`src/rtl/seq_det_pkg.sv`:
```
// seq_det_pkg: shared defaults and sizing helper for the serial pattern detector
package seq_det_pkg;
  localparam int DEF_LEN = 4;
  localparam logic [DEF_LEN-1:0] DEF_PATTERN = 4'b1011;
  function automatic int clog2(input int v);
    int r;
    r = 0;
    while ((1 << r) < v) r++;
    return r;
  endfunction
endpackage

```
`src/rtl/sat_counter.sv`:
```
// sat_counter: saturating up-counter with synchronous clear
module sat_counter #(
  parameter int W = 8
) (
  input  logic         i_clk,
  input  logic         i_rst_n,
  input  logic         i_clr,
  input  logic         i_inc,
  output logic [W-1:0] o_cnt,
  output logic         o_sat
);
  logic [W-1:0] r_cnt;
  assign o_cnt = r_cnt;
  assign o_sat = &r_cnt;
  always_ff @(posedge i_clk or negedge i_rst_n) begin
    if (!i_rst_n) r_cnt <= '0;
    else if (i_clr) r_cnt <= '0;
    else if (i_inc && !o_sat) r_cnt <= r_cnt + 1'b1;
  end
endmodule

```
`src/rtl/seq_detector_param.sv`:
```
// seq_detector_param: serial LEN-bit pattern detector with fill gating,
// optional overlap, input qualification and a saturating match counter
module seq_detector_param
  import seq_det_pkg::*;
#(
  parameter int             LEN     = DEF_LEN,
  parameter logic [LEN-1:0] PATTERN = DEF_PATTERN,
  parameter bit             OVERLAP = 1'b1,
  parameter int             CNT_W   = 8
) (
  input  logic             i_clk,
  input  logic             i_rst_n,
  input  logic             i_clear,
  input  logic             i_in_valid,
  input  logic             i_in,
  output logic             o_out,
  output logic [CNT_W-1:0] o_match_cnt,
  output logic             o_cnt_sat
);
  localparam int FW = clog2(LEN + 1);
  logic [LEN-1:0] r_hist;
  logic [FW-1:0]  r_fill;
  logic           r_out;
  logic [LEN-1:0] w_nxt;
  logic           w_match;
  assign w_nxt   = {r_hist[LEN-2:0], i_in};
  // fill gating keeps the zeroed history from faking a match
  assign w_match = i_in_valid & ~i_clear & (w_nxt == PATTERN) & (r_fill >= FW'(LEN - 1));
  assign o_out   = r_out;
  always_ff @(posedge i_clk or negedge i_rst_n) begin
    if (!i_rst_n) begin
      r_hist <= '0;
      r_fill <= '0;
      r_out  <= 1'b0;
    end else begin
      r_out <= w_match;
      if (i_clear) begin
        r_hist <= '0;
        r_fill <= '0;
      end else if (i_in_valid) begin
        r_hist <= w_nxt;
        r_fill <= (w_match && !OVERLAP) ? '0 : (r_fill == FW'(LEN)) ? r_fill : r_fill + 1'b1;
      end
    end
  end
  sat_counter #(.W(CNT_W)) u_cnt (
    .i_clk   (i_clk),
    .i_rst_n (i_rst_n),
    .i_clr   (i_clear),
    .i_inc   (w_match),
    .o_cnt   (o_match_cnt),
    .o_sat   (o_cnt_sat)
  );
endmodule

```
`config.mk`:
```
export PLATFORM = sky130hd
export DESIGN_NAME = seq_detector_param
export DESIGN_NICKNAME = d
export VERILOG_FILES = /design/src/rtl/seq_det_pkg.sv /design/src/rtl/sat_counter.sv /design/src/rtl/seq_detector_param.sv
export SDC_FILE = /design/constraint.sdc
export NUM_CORES = 1
export LEC_CHECK = 0
export CAP_MARGIN = 20
export CORE_UTILIZATION = 53
export CTS_CLUSTER_DIAMETER = 30
export CTS_CLUSTER_SIZE = 30
export DETAILED_ROUTE_END_ITERATION = 16
export DONT_BUFFER_PORTS = 1
export HOLD_SLACK_MARGIN = 0.1
export PLACE_DENSITY = 0.67
export SLEW_MARGIN = 10
export SYNTH_ARGS = -nofsm -noshare
export SYNTH_HDL_FRONTEND = slang
export SYNTH_SLANG_ARGS = --single-unit
export TNS_END_PERCENT = 20
```
`constraint.sdc`:
```
create_clock -name i_clk -period 1.9 [get_ports i_clk]
set_input_delay 0.38 -clock i_clk [delete_from_list [all_inputs] [get_ports i_clk]]
set_output_delay 0.38 -clock i_clk [all_outputs]
set_load 0.005 [all_outputs]
```
**Word-level counts from Yosys, hierarchy flattened**

Index checks and enable logic that the tools add are counted.

- Memories kept: 0
- Bits in latches: 0
- Bits of input ports: 5
- Memory bits (read-only): 0
- RAM bits: 0
- Bits in registers: 15

- Magnitude comparators: 1
- Bitwise gates (word level): 4
- Muxes and demuxes: 7
- Multiply operators: 0
- Equality and inequality tests: 3
- Shift-type cells: 0
- Divide/modulo/power cells: 0
- Reduce and logical (&&, ||, !) cells: 6
- $add $sub $neg: 2

Operators with widths:

| kind | number |
|---|---|
| $mux 8 | 2 |
| $mux 3 | 5 |
| $add 8x1->8 const B | 1 |
| $reduce_and 8->1 | 1 |
| $eq 4x4->1 const B | 1 |
| $reduce_bool 2->1 | 2 |
| $add 3x1->3 const B | 1 |
| $and 1x1->1 | 3 |
| $eq 3x3->1 const B | 1 |
| $ge 3x2->1 const B | 1 |
| $ne 2x2->1 const B | 1 |
| $reduce_and 2->1 | 1 |
| $logic_and 1x1->1 | 1 |
| $logic_not 1->1 | 1 |
| $not 1->1 | 1 |

**Depth between registers and ports, before layout**

Gate-level depths: netlist (run 1).

- Depth after elaboration: 7
- Gate-level depth with buffers: 7
- Gate-level depth less buffers: 6

**Cells and area by module**

From an unflattened synthesis (run 1), not the netlist that was laid out.

- Cell total of the unflattened synthesis: 77
- Area, all modules: 842.1 µm²

Modules (own cells, without submodules):

| module | cells each | instances | area an instance (µm²) |
|---|---|---|---|
| sat_counter | 45 | 1 | 475.5 |
| seq_detector_param | 32 | 1 | 366.6 |

**Least setup slack after synthesis (run 1)**

No wires, ideal clock.

- Kind: register to register
- Start point: register r_fill[0]
- End point: register u_cnt.r_cnt[1] (netlist: u_cnt.o_cnt[1])
- Period minus slack after synthesis: 1781 ps
- Library setup time: 125 ps
- Data required time: 1775 ps
- Slack: 119 ps
- Stages on the path, launching flop included: 8
- Arrival: 1656 ps
- Path through: dfrtp_1 > ha_1 > ha_1 > a211oi_1 > or3_4 > buf_6 > nor2_1 > mux2_2

- Cells in the longest elaborated chain, start to end: 4

RTL lines:

| what | RTL line | text |
|---|---|---|
| from (decl) | seq_detector_param.sv:22 | `logic [FW-1:0] r_fill;` |
| from (signal assigned) | seq_detector_param.sv:42 | `r_fill <= (w_match && !OVERLAP) ? '0 : (r_fill == FW'(LEN)) ? r_fill : r_fill + 1'b1;` |
| $ge 3x2->1 | seq_detector_param.sv:28 | `assign w_match = i_in_valid & ~i_clear & (w_nxt == PATTERN) & (r_fill >= FW'(LEN - 1));` |
| $and 1x1->1 | seq_detector_param.sv:28 |  |
| $logic_and 1x1->1 | sat_counter.sv:18 | `else if (i_inc && !o_sat) r_cnt <= r_cnt + 1'b1;` |
| $reduce_bool 2->1 (no source line) | - |  |
| to (signal assigned) | sat_counter.sv:18 |  |
| to (decl) | sat_counter.sv:12 | `logic [W-1:0] r_cnt;` |

No other way between the ends.
A chain may end at the register's enable or synchronous reset.

**Worst setup path in the final report (run 1)**

- Start point: register r_fill[1]
- End point: register u_cnt.r_cnt[7] (netlist: u_cnt.o_cnt[7])

Same word-level chain as after synthesis.

==> flow_summary.toml, run 1 <==
[detailed_routing]
post_drt_wl_per_cell_um = 14.76
vias_per_cell = 5.819
drt_iter0_markers = 18
final_antenna_net_count = 0
drt_wl_total_um = 1550
drc = 0
vias = 611
firstDrtPassIters = 5

[finish]
fin_nets = 100
seqCellArea_um2 = 375.4
nFillCells = 108
multi_input_area_um2 = 391.6
drive_gt1_share_pct = 17.78
syn_to_final_growth_pct = 10.78
antenna_cells = 0
final_area_um2 = 887.1

[critical_path]
timing.rr.start = "r_fill[1]$_DFFE_PN0P_"
r2r-end = "u_cnt.o_cnt[7]$_DFFE_PN0P_"
cp-end-kind = "register"
path_max_fanout = 6
crit_type = "register to register"
rr_worst_depth = 7
cp-start-kind = "register"
r2r_slack_ns = 0.04
cp_data_arrival_time_ns = 2.08
worstPathRequired_ns = 2.11

[cts]
clkLatencyLatePin_ns = 0.29
cts_tree = "yes"
cts_made_buffers = 3
clock-sinks = 15
clockBufferDepth = 2
clk_pin_slew_worst_paths_ns = 0.10
htreeDepth = 1
cts_root_buffer = "clkbuf_4"

[sta]
clock_skew_ns = 0.008533
slew_headroom_pct = 56.23
finalCritPeriodShare_pct = 98.06
slew_viol_final = 0
setup-violations-final = 0
worst_pin_slew_ns = 0.6545
fin_crit_ns = 1.863
hold_viol_final = 0
grt_setup_unrepaired = "yes"
fmax_mhz = 536.7

[worst_hold_path]
hold_path.startpoint = "i_clear"
hold_end = "u_cnt.o_cnt[5]$_DFFE_PN0P_"
hold_path_depth = 1
hp-class = "input pin to register"

[die]
die_width_um = 40.87
ios = 15
die_area_mm2 = 0.001670
num_rows = 13
coreArea_mm2 = 0.001350
fp.dieH_um = 40.87
start_util_pct = 59.31

[yosys]
synth_xor_area_share_pct = 1.094
ys_top_cells_by_area = "dfrtp_1 47%, ha_1 6.3%, a21oi_1 4.4%, mux2i_1 3.8%, nor2_1 3.8%"
synth_top_family_by_area = "simple AND/OR/NAND/NOR gates"
yosys.area_share.simple_pct = 21.72
synth-seq-area-share_pct = 46.88
netlist.top_cell.by_area = "dfrtp_1"
synth_area_per_cell_um2 = 9.765
synthAdderAreaFrac_pct = 6.250
muxShareOfSynthArea_pct = 6.563
netlist_instances = 82
synth_cell_type_count = 31
synth_edf_count = 0
synth_compound_area_share_pct = 12.34
synth_flop_cell = "dfrtp_1"
synth_top_area_share_pct = 46.88
synth_area_um2 = 800.8
async_flop_share_pct = 100.0
synth.most_common_cell = "dfrtp_1"
ys_ff_latch = 15
synth_common_cells = "15 x dfrtp_1, 8 x nor2_1, 7 x a21oi_1, 7 x inv_1, 5 x o21ai_0"
synth_nets = 91
yosys_warnings = 0

[power]
p_switching_mw = 0.1372
swShare_pct = 24.44
powerDensity_mw_per_mm2 = 632.8
clkPwrFrac_pct = 33.4
seqPwrFrac_pct = 59.2
combinationalPowerShare_pct = 7.4
p_total_mw = 0.5614
internal-power_mw = 0.4242
peakVddDrop_mv = 0.4727
cellLeakagePower_nw = 0.3906

[place]
port_buffers = 0
placed_area_um2 = 812.0
gp_congestion = 0.7635
dp_hpwl_um = 1061

[job]
maxCapViolCount = 0

[global_route]
grt_pass1_wl_um = 2235
grtUsageTotal_pct = 21.35
grt_pass1_vias = 494
grt-ovfl-total = 0
grt_antenna_before_repair = 0
grt_max_degree = 17

[outcome]
status = "finished, final reports clean"
==> worst max-delay path: stages (launching register included) <==
cell      delay, ns
dfrtp_1        0.39
ha_1           0.15
ha_1           0.14
a211oi_1       0.04
or3_4          0.42
buf_4          0.16
or3_1          0.35
a21oi_1        0.13
==> routing by layer <==
metal | track usage [%] | part of all wire [%] | vias to the layer above
met5 | 0 | 0 | -
met4 | 10.83 | 1.9 | 0
met3 | 5.978 | 4.7 | 4
met2 | 28.52 | 46 | 17
met1 | 30.82 | 47 | 280
li1 | - | - | 310
==> kinds of logic (layout without fill, tap and decap cells) <==
family / count (synthesis) / after routing
mux: 5 / 5
xor+xnor: 1 / 1
buf+inv: 9 / 17
flops: 15 / 15
compound gates: 17 / 17
fa+ha+maj: 4 / 4
simple gates: 31 / 31
==> final cells by class <==
cell class	count	area share (%)
multi-input cells	58	44.15
flip-flops and latches	15	42.31
repair buffers	6	5.360
inverters	7	2.962
clock buffers	3	2.539
well taps	15	2.116
clock inverters	1	0.5642
==> flip-flops by register name, indices dropped and copies added, names as in the netlist <==
signal and cells:
o_out 1, r_fill 3, r_hist 3, u_cnt.o_cnt 8
==> what timing repair did <==
action | CTS | global route
endpoints found under the hold margin | 15 | 0
hold buffers | 1 | 0
setup endpoints to repair | 1 | 1
pin swaps | 0 | 5
setup buffers | 1 | 3
resized for setup | 0 | 5
==> per-stage QoR <==
step | TNS [ns] | hold slack (ns) | std cells | utilization (%) | worst slack (ns)
after CTS | 0 | 0.1321 | 102 | 63.48 | 0.03947
after global routing | -0.03433 | 0.1164 | 105 | 65.71 | -0.02387
after floorplan | 0 | 0.08441 | 82 | - | 0.1189
after detailed placement | 0 | 0.08470 | 96 | 60.15 | 0.04396
after global placement | 0 | 0.08472 | 96 | 60.15 | 0.07994
final | 0 | 0.1324 | 105 | 65.71 | 0.03693
==> how the worst max path moves through the flow <==
stage	cells past startpoint	slack [ns]	endpoint	startpoint
3_3_place_gp	6	0.08	u_cnt.o_cnt[5]$_DFFE_PN0P_	r_fill[0]$_DFFE_PN0P_
6_report	7	0.04	u_cnt.o_cnt[7]$_DFFE_PN0P_	r_fill[1]$_DFFE_PN0P_
3_5_place_dp	6	0.04	u_cnt.o_cnt[5]$_DFFE_PN0P_	r_fill[0]$_DFFE_PN0P_
4_1_cts	6	0.04	u_cnt.o_cnt[5]$_DFFE_PN0P_	r_fill[1]$_DFFE_PN0P_
5_1_grt	7	-0.02	u_cnt.o_cnt[7]$_DFFE_PN0P_	r_fill[1]$_DFFE_PN0P_
2_1_floorplan	7	0.12	u_cnt.o_cnt[1]$_DFFE_PN0P_	r_fill[0]$_DFFE_PN0P_
==> power groups by stage <==
stage	combinational [mW]	sequential [mW]	clock (mW)
after floorplan	0.0267	0.338	0
after global placement	0.0278	0.339	0
after detailed placement	0.0284	0.340	0
after global routing	0.0485	0.333	0.204
final	0.0416	0.332	0.187
after CTS	0.0422	0.332	0.190
==> placed cells by master, fill, tap and decap left out <==
cell type / n
ha_1: 4
mux2i_1: 3
or4_4: 1
and3_1: 1
o21a_1: 1
xnor2_1: 1
inv_1: 7
a21oi_1: 6
dlygate4sd3_1: 1
a21oi_2: 1
nor2b_1: 2
or2_2: 1
nand2_1: 3
or3_1: 4
nor2_1: 8
o31ai_1: 1
a21boi_0: 1
nand2_2: 1
o41ai_1: 1
nor4_1: 1
dfrtp_1: 15
nand2b_1: 1
mux2_2: 2
nand4_1: 1
nor3_1: 2
clkbuf_4: 3
or2b_1: 1
nand3_1: 2
or3_4: 1
a211oi_1: 1
clkinv_2: 1
o21ai_0: 5
buf_4: 5
nand4bb_1: 1
Note: power is estimated with default switching activity, not from simulation.
==> run 2, diff against run 1 <==
--- a/config.mk
+++ b/config.mk
@@ -6,13 +6,14 @@
 export NUM_CORES = 1
 export LEC_CHECK = 0
 export CAP_MARGIN = 20
-export CORE_UTILIZATION = 53
+export CORE_UTILIZATION = 59
 export CTS_CLUSTER_DIAMETER = 30
 export CTS_CLUSTER_SIZE = 30
 export DETAILED_ROUTE_END_ITERATION = 16
 export DONT_BUFFER_PORTS = 1
 export HOLD_SLACK_MARGIN = 0.1
-export PLACE_DENSITY = 0.67
+export PLACE_DENSITY = 0.71
+export REMOVE_ABC_BUFFERS = 1
 export SLEW_MARGIN = 10
 export SYNTH_ARGS = -nofsm -noshare
 export SYNTH_HDL_FRONTEND = slang
==> constraint.sdc (replaced) <==
create_clock -name i_clk -period 1.88 [get_ports i_clk]
set_input_delay 0.376 -clock i_clk [delete_from_list [all_inputs] [get_ports i_clk]]
set_output_delay 0.376 -clock i_clk [all_outputs]
set_load 0.005 [all_outputs]
==> flow_summary.toml, run 2 (synthesis results as in run 1) <==
[detailed_routing]
drt_iter0_markers = 16
drc = 0
final_antenna_net_count = 0
vias_per_cell = 6.327
drt_wl_total_um = 1678
firstDrtPassIters = 4
vias = 658
post_drt_wl_per_cell_um = 16.13

[die]
fp.dieH_um = 38.84
die_area_mm2 = 0.001509
start_util_pct = 67.51
die_width_um = 38.84
num_rows = 12
ios = 15
coreArea_mm2 = 0.001186

[sta]
fin_tns_setup_ns = 0
grt_setup_unrepaired = "yes"
fin_crit_ns = 1.868
slew_viol_final = 0
clock_skew_ns = 0.004193
fmax_mhz = 535.3
setup-violations-final = 0
slew_headroom_pct = 56.74
finalCritPeriodShare_pct = 99.36
hold_viol_final = 0
worst_pin_slew_ns = 0.6468

[finish]
drive_gt1_share_pct = 18.89
finalNonFillerCells = 104
nFillCells = 84
largest_register_ffs = 8
final_util_pct = 75.11
fin_nets = 100
syn_to_final_growth_pct = 11.25
layout_common_cells = "15 x dfrtp_1, 8 x nor2_1, 7 x inv_1"
antenna_cells = 0
final_common_cell = "dfrtp_1"

[global_route]
gr-usage-met3_pct = 7.514
grt_most_used_layer = "met2"
grt_pass1_vias = 616
globalRouteMet1Util_pct = 33.95
groute.layer.met2.usage_pct = 40.83
grt_antenna_before_repair = 0
grtUsageTotal_pct = 27.32
grt-ovfl-total = 0
grt_max_degree = 17
grt_pass1_wl_um = 2670

[cts]
htreeDepth = 1
cts_made_buffers = 3
clk_pin_slew_worst_paths_ns = 0.10
clockBufferDepth = 2
cts_tree = "yes"
cts_root_buffer = "clkbuf_4"
clock-sinks = 15
clkLatencyLatePin_ns = 0.30

[place]
gp_congestion = 0.7817
dp_hpwl_um = 1191
port_buffers = 0
dp.cells = 95

[critical_path]
cp_data_arrival_time_ns = 2.10
path_max_fanout = 7
worstPathRequired_ns = 2.11
crit_type = "register to register"
cp-end-kind = "register"
cp-start-kind = "register"

[outcome]
status = "finished, final reports clean"

[power]
cellLeakagePower_nw = 0.3915
peakVddDrop_mv = 0.4437
powerDensity_mw_per_mm2 = 649.4

[worst_hold_path]
hp-class = "input pin to register"

[job]
maxCapViolCount = 0
[run 2: repair_timing]
| item | CTS | global route |
|---|---|---|
| hold buffers | 1 | 0 |
| endpoints found under the hold margin | 15 | 0 |
| setup buffers | 0 | 4 |
| resized for setup | 0 | 3 |
| endpoints found under the setup margin | 0 | 1 |
[run 2: area by class of cell]
class	instances	area, um2	area share, %
sequential	15	375.4	42.13
tap	14	17.52	1.966
clock buffer	3	22.52	2.528
inverter	7	26.28	2.949
timing repair buffer	6	45.04	5.056
multi-input combinational	58	399.1	44.80
clock inverter	1	5.005	0.5618
[run 2: per-layer routing]
layer	vias up	part of all wire, %
li1	303	-
met1	323	43
met2	27	48
met3	5	6.1
met4	0	2.9
met5	-	0
[run 2: per-stage QoR]
stage / hold WS (ns) / power (mW) / worst slack (ns) / cell area, um2
6_report: 0.1201 / 0.5785 / 0.01204 / 890.9
5_1_grt: 0.1073 / 0.6013 / -0.02967 / 890.9
4_1_cts: 0.1238 / 0.5731 / 0.05287 / 848.3
3_5_place_dp: 0.08075 / 0.3771 / 0.08390 / 810.8
3_3_place_gp: 0.08066 / 0.3747 / 0.1494 / 810.8
2_1_floorplan: 0.08041 / 0.3661 / 0.1322 / 785.8
[run 2: final timing paths]
| check | to | cells after the start | startpoint | slack, ns |
|---|---|---|---|---|
| max reg2reg | u_cnt.o_cnt[5]$_DFFE_PN0P_ | 6 | r_fill[1]$_DFFE_PN0P_ | 0.01 |
| min in group asynchronous | r_fill[2]$_DFFE_PN0P_ | 1 | i_rst_n | 0.53 |
| min reg2reg | r_hist[2]$_DFFE_PN0P_ | 2 | r_hist[2]$_DFFE_PN0P_ | 0.54 |
| max | u_cnt.o_cnt[5]$_DFFE_PN0P_ | 6 | r_fill[1]$_DFFE_PN0P_ | 0.01 |
| max in group asynchronous | r_hist[1]$_DFFE_PN0P_ | 1 | i_rst_n | 0.93 |
| min | u_cnt.o_cnt[5]$_DFFE_PN0P_ | 1 | i_clear | 0.12 |
[run 2: worst max-delay path, stage by stage (launching register included)]
cell and delay, ns:
dfrtp_1 0.39, ha_1 0.16, ha_1 0.14, a211oi_1 0.05
or3_4 0.44, or4_4 0.50, a21oi_2 0.14
[run 2: where the power goes]
group / switching (mW) / internal, mW / total (mW)
Clock: 0.118 / 0.0794 / 0.198
Combinational: 0.0234 / 0.0220 / 0.0454
Sequential: 0.00580 / 0.330 / 0.336
==> run 3, diff against run 2 <==
--- a/config.mk
+++ b/config.mk
@@ -6,13 +6,13 @@
 export NUM_CORES = 1
 export LEC_CHECK = 0
 export CAP_MARGIN = 20
-export CORE_UTILIZATION = 59
+export CORE_UTILIZATION = 53
 export CTS_CLUSTER_DIAMETER = 30
 export CTS_CLUSTER_SIZE = 30
 export DETAILED_ROUTE_END_ITERATION = 16
 export DONT_BUFFER_PORTS = 1
 export HOLD_SLACK_MARGIN = 0.1
-export PLACE_DENSITY = 0.71
+export PLACE_DENSITY = 0.67
 export REMOVE_ABC_BUFFERS = 1
 export SLEW_MARGIN = 10
 export SYNTH_ARGS = -nofsm -noshare
==> constraint.sdc (replaced) <==
create_clock -name i_clk -period 1.7 [get_ports i_clk]
set_input_delay 0.34 -clock i_clk [delete_from_list [all_inputs] [get_ports i_clk]]
set_output_delay 0.34 -clock i_clk [all_outputs]
set_load 0.005 [all_outputs]
==> flow_summary.toml, run 3 (synthesis results as in run 1) <==
[outcome]
status = "complete, but fails checks"
failed_checks = "setup timing"

[critical_path]
cp-startpoint = "r_fill[0]$_DFFE_PN0P_"
worstPathRequired_ns = 1.90
cp-end-kind = "register"
cp_data_arrival_time_ns = 1.99
r2r_slack_ns = -0.09
rr_worst_depth = 6
r2r-end = "u_cnt.o_cnt[5]$_DFFE_PN0P_"
cp-endpoint = "u_cnt.o_cnt[5]$_DFFE_PN0P_"
cp-start-kind = "register"
path_max_fanout = 7
crit_type = "register to register"
timing.rr.start = "r_fill[0]$_DFFE_PN0P_"

[global_route]
grt_antenna_before_repair = 0
grtUsageTotal_pct = 21.42
grt_pass1_wl_um = 2318
grt_pass1_vias = 551
grt-ovfl-total = 0
grt_max_degree = 17

[sta]
hold_viol_final = 0
clock_skew_ns = 0.005551
grt_setup_unrepaired = "yes"
slew_viol_final = 0
whs_ns = 0.1153
slew_headroom_pct = 56.81
finalCritPeriodShare_pct = 105.2
worst_slack_ns = -0.08880
fmax_mhz = 559.0
setup-violations-final = 5
worst_pin_slew_ns = 0.6458
fin_crit_ns = 1.789

[place]
placed_area_um2 = 899.6
gp_congestion = 0.7706
port_buffers = 0
dp_hpwl_um = 1182

[finish]
layout_common_cells = "15 x dfrtp_1, 10 x buf_4, 8 x nor2_1"
final_common_cell = "dfrtp_1"
syn_to_final_growth_pct = 20.78
drive_gt1_share_pct = 20.20
largest_register_ffs = 8
fin_nets = 109
final_area_um2 = 967.2
antenna_cells = 0

[worst_hold_path]
hp-class = "input pin to register"
hold_path.startpoint = "i_clear"

[cts]
cts_tree = "yes"
cts_root_buffer = "clkbuf_4"
clkLatencyLatePin_ns = 0.28
clockBufferDepth = 2
cts_made_buffers = 3
clk_pin_slew_worst_paths_ns = 0.09
clock-sinks = 15
htreeDepth = 1

[detailed_routing]
drc = 0
post_drt_wl_per_cell_um = 13.65
vias_per_cell = 5.632
firstDrtPassIters = 4
drt_wl_total_um = 1556
drt_iter0_markers = 12
vias = 642
final_antenna_net_count = 0

[die]
fp.dieH_um = 40.87
start_util_pct = 59.31
die_width_um = 40.87
coreArea_mm2 = 0.001350
num_rows = 13
ios = 15
die_area_mm2 = 0.001670

[job]
maxCapViolCount = 0

[power]
peakVddDrop_mv = 0.3690
powerDensity_mw_per_mm2 = 643.0
cellLeakagePower_nw = 0.4515
-- run 3: report_power, final --
part | total (mW) | internal, mW | switching (mW)
clock | 0.194 | 0.0872 | 0.107
combinational | 0.0590 | 0.0305 | 0.0285
sequential | 0.369 | 0.365 | 0.00418
-- run 3: layer usage --
layer	share of wire (%)	vias up	GRT usage, %
met5	0	-	0
met4	0	0	0
met3	4.9	0	10.33
met2	46	11	29.69
met1	49	309	31.83
li1	-	322	-
-- run 3: how the worst min path moves through the flow --
stage	to	slack, ns	depth (start not counted)
floorplan	o_out$_DFF_PN0_	0.04	0
global placement	r_fill[2]$_DFFE_PN0P_	0.04	0
detailed placement	r_fill[2]$_DFFE_PN0P_	0.04	0
CTS	r_fill[1]$_DFFE_PN0P_	0.11	1
global route	u_cnt.o_cnt[2]$_DFFE_PN0P_	0.09	1
finish	r_fill[1]$_DFFE_PN0P_	0.12	1
-- run 3: critical path, stage by stage, from the launching register on --
cell and delay (ns):
dfrtp_1 0.36, ha_1 0.16, ha_1 0.15, a211oi_1 0.05, or3_4 0.38, or4_1 0.47
a21oi_1 0.15
-- run 3: cell type report --
class / count / area [um2]
Multi-Input combinational cell: 58 / 384.1
Fill cell: 104 / 382.9
Sequential cell: 15 / 375.4
Timing Repair Buffer: 15 / 135.1
Inverter: 7 / 26.28
Clock buffer: 3 / 22.52
Tap cell: 15 / 18.77
Clock inverter: 1 / 5.005
-- run 3: what timing repair did --
action | CTS | global route
setup endpoints to repair | 5 | 8
pin swaps | 0 | 1
hold buffers | 1 | 3
cloned | 0 | 0
gates resized for setup | 0 | 0
setup buffers | 0 | 0
hold endpoints to repair | 15 | 10
-- run 3: stage by stage --
step / worst slack [ns] / setup TNS, ns / std cells / util (%) / power, mW
2_1_floorplan: -0.04779 / -0.07502 / 80 / - / 0.4049
3_3_place_gp: -0.007676 / -0.01401 / 106 / 66.64 / 0.4215
3_5_place_dp: -0.08133 / -0.2950 / 106 / 66.64 / 0.4240
4_1_cts: -0.09837 / -0.3926 / 111 / 69.42 / 0.6271
5_1_grt: -0.1998 / -1.084 / 114 / 71.64 / 0.6635
6_report: -0.08880 / -0.3470 / 114 / 71.64 / 0.6219
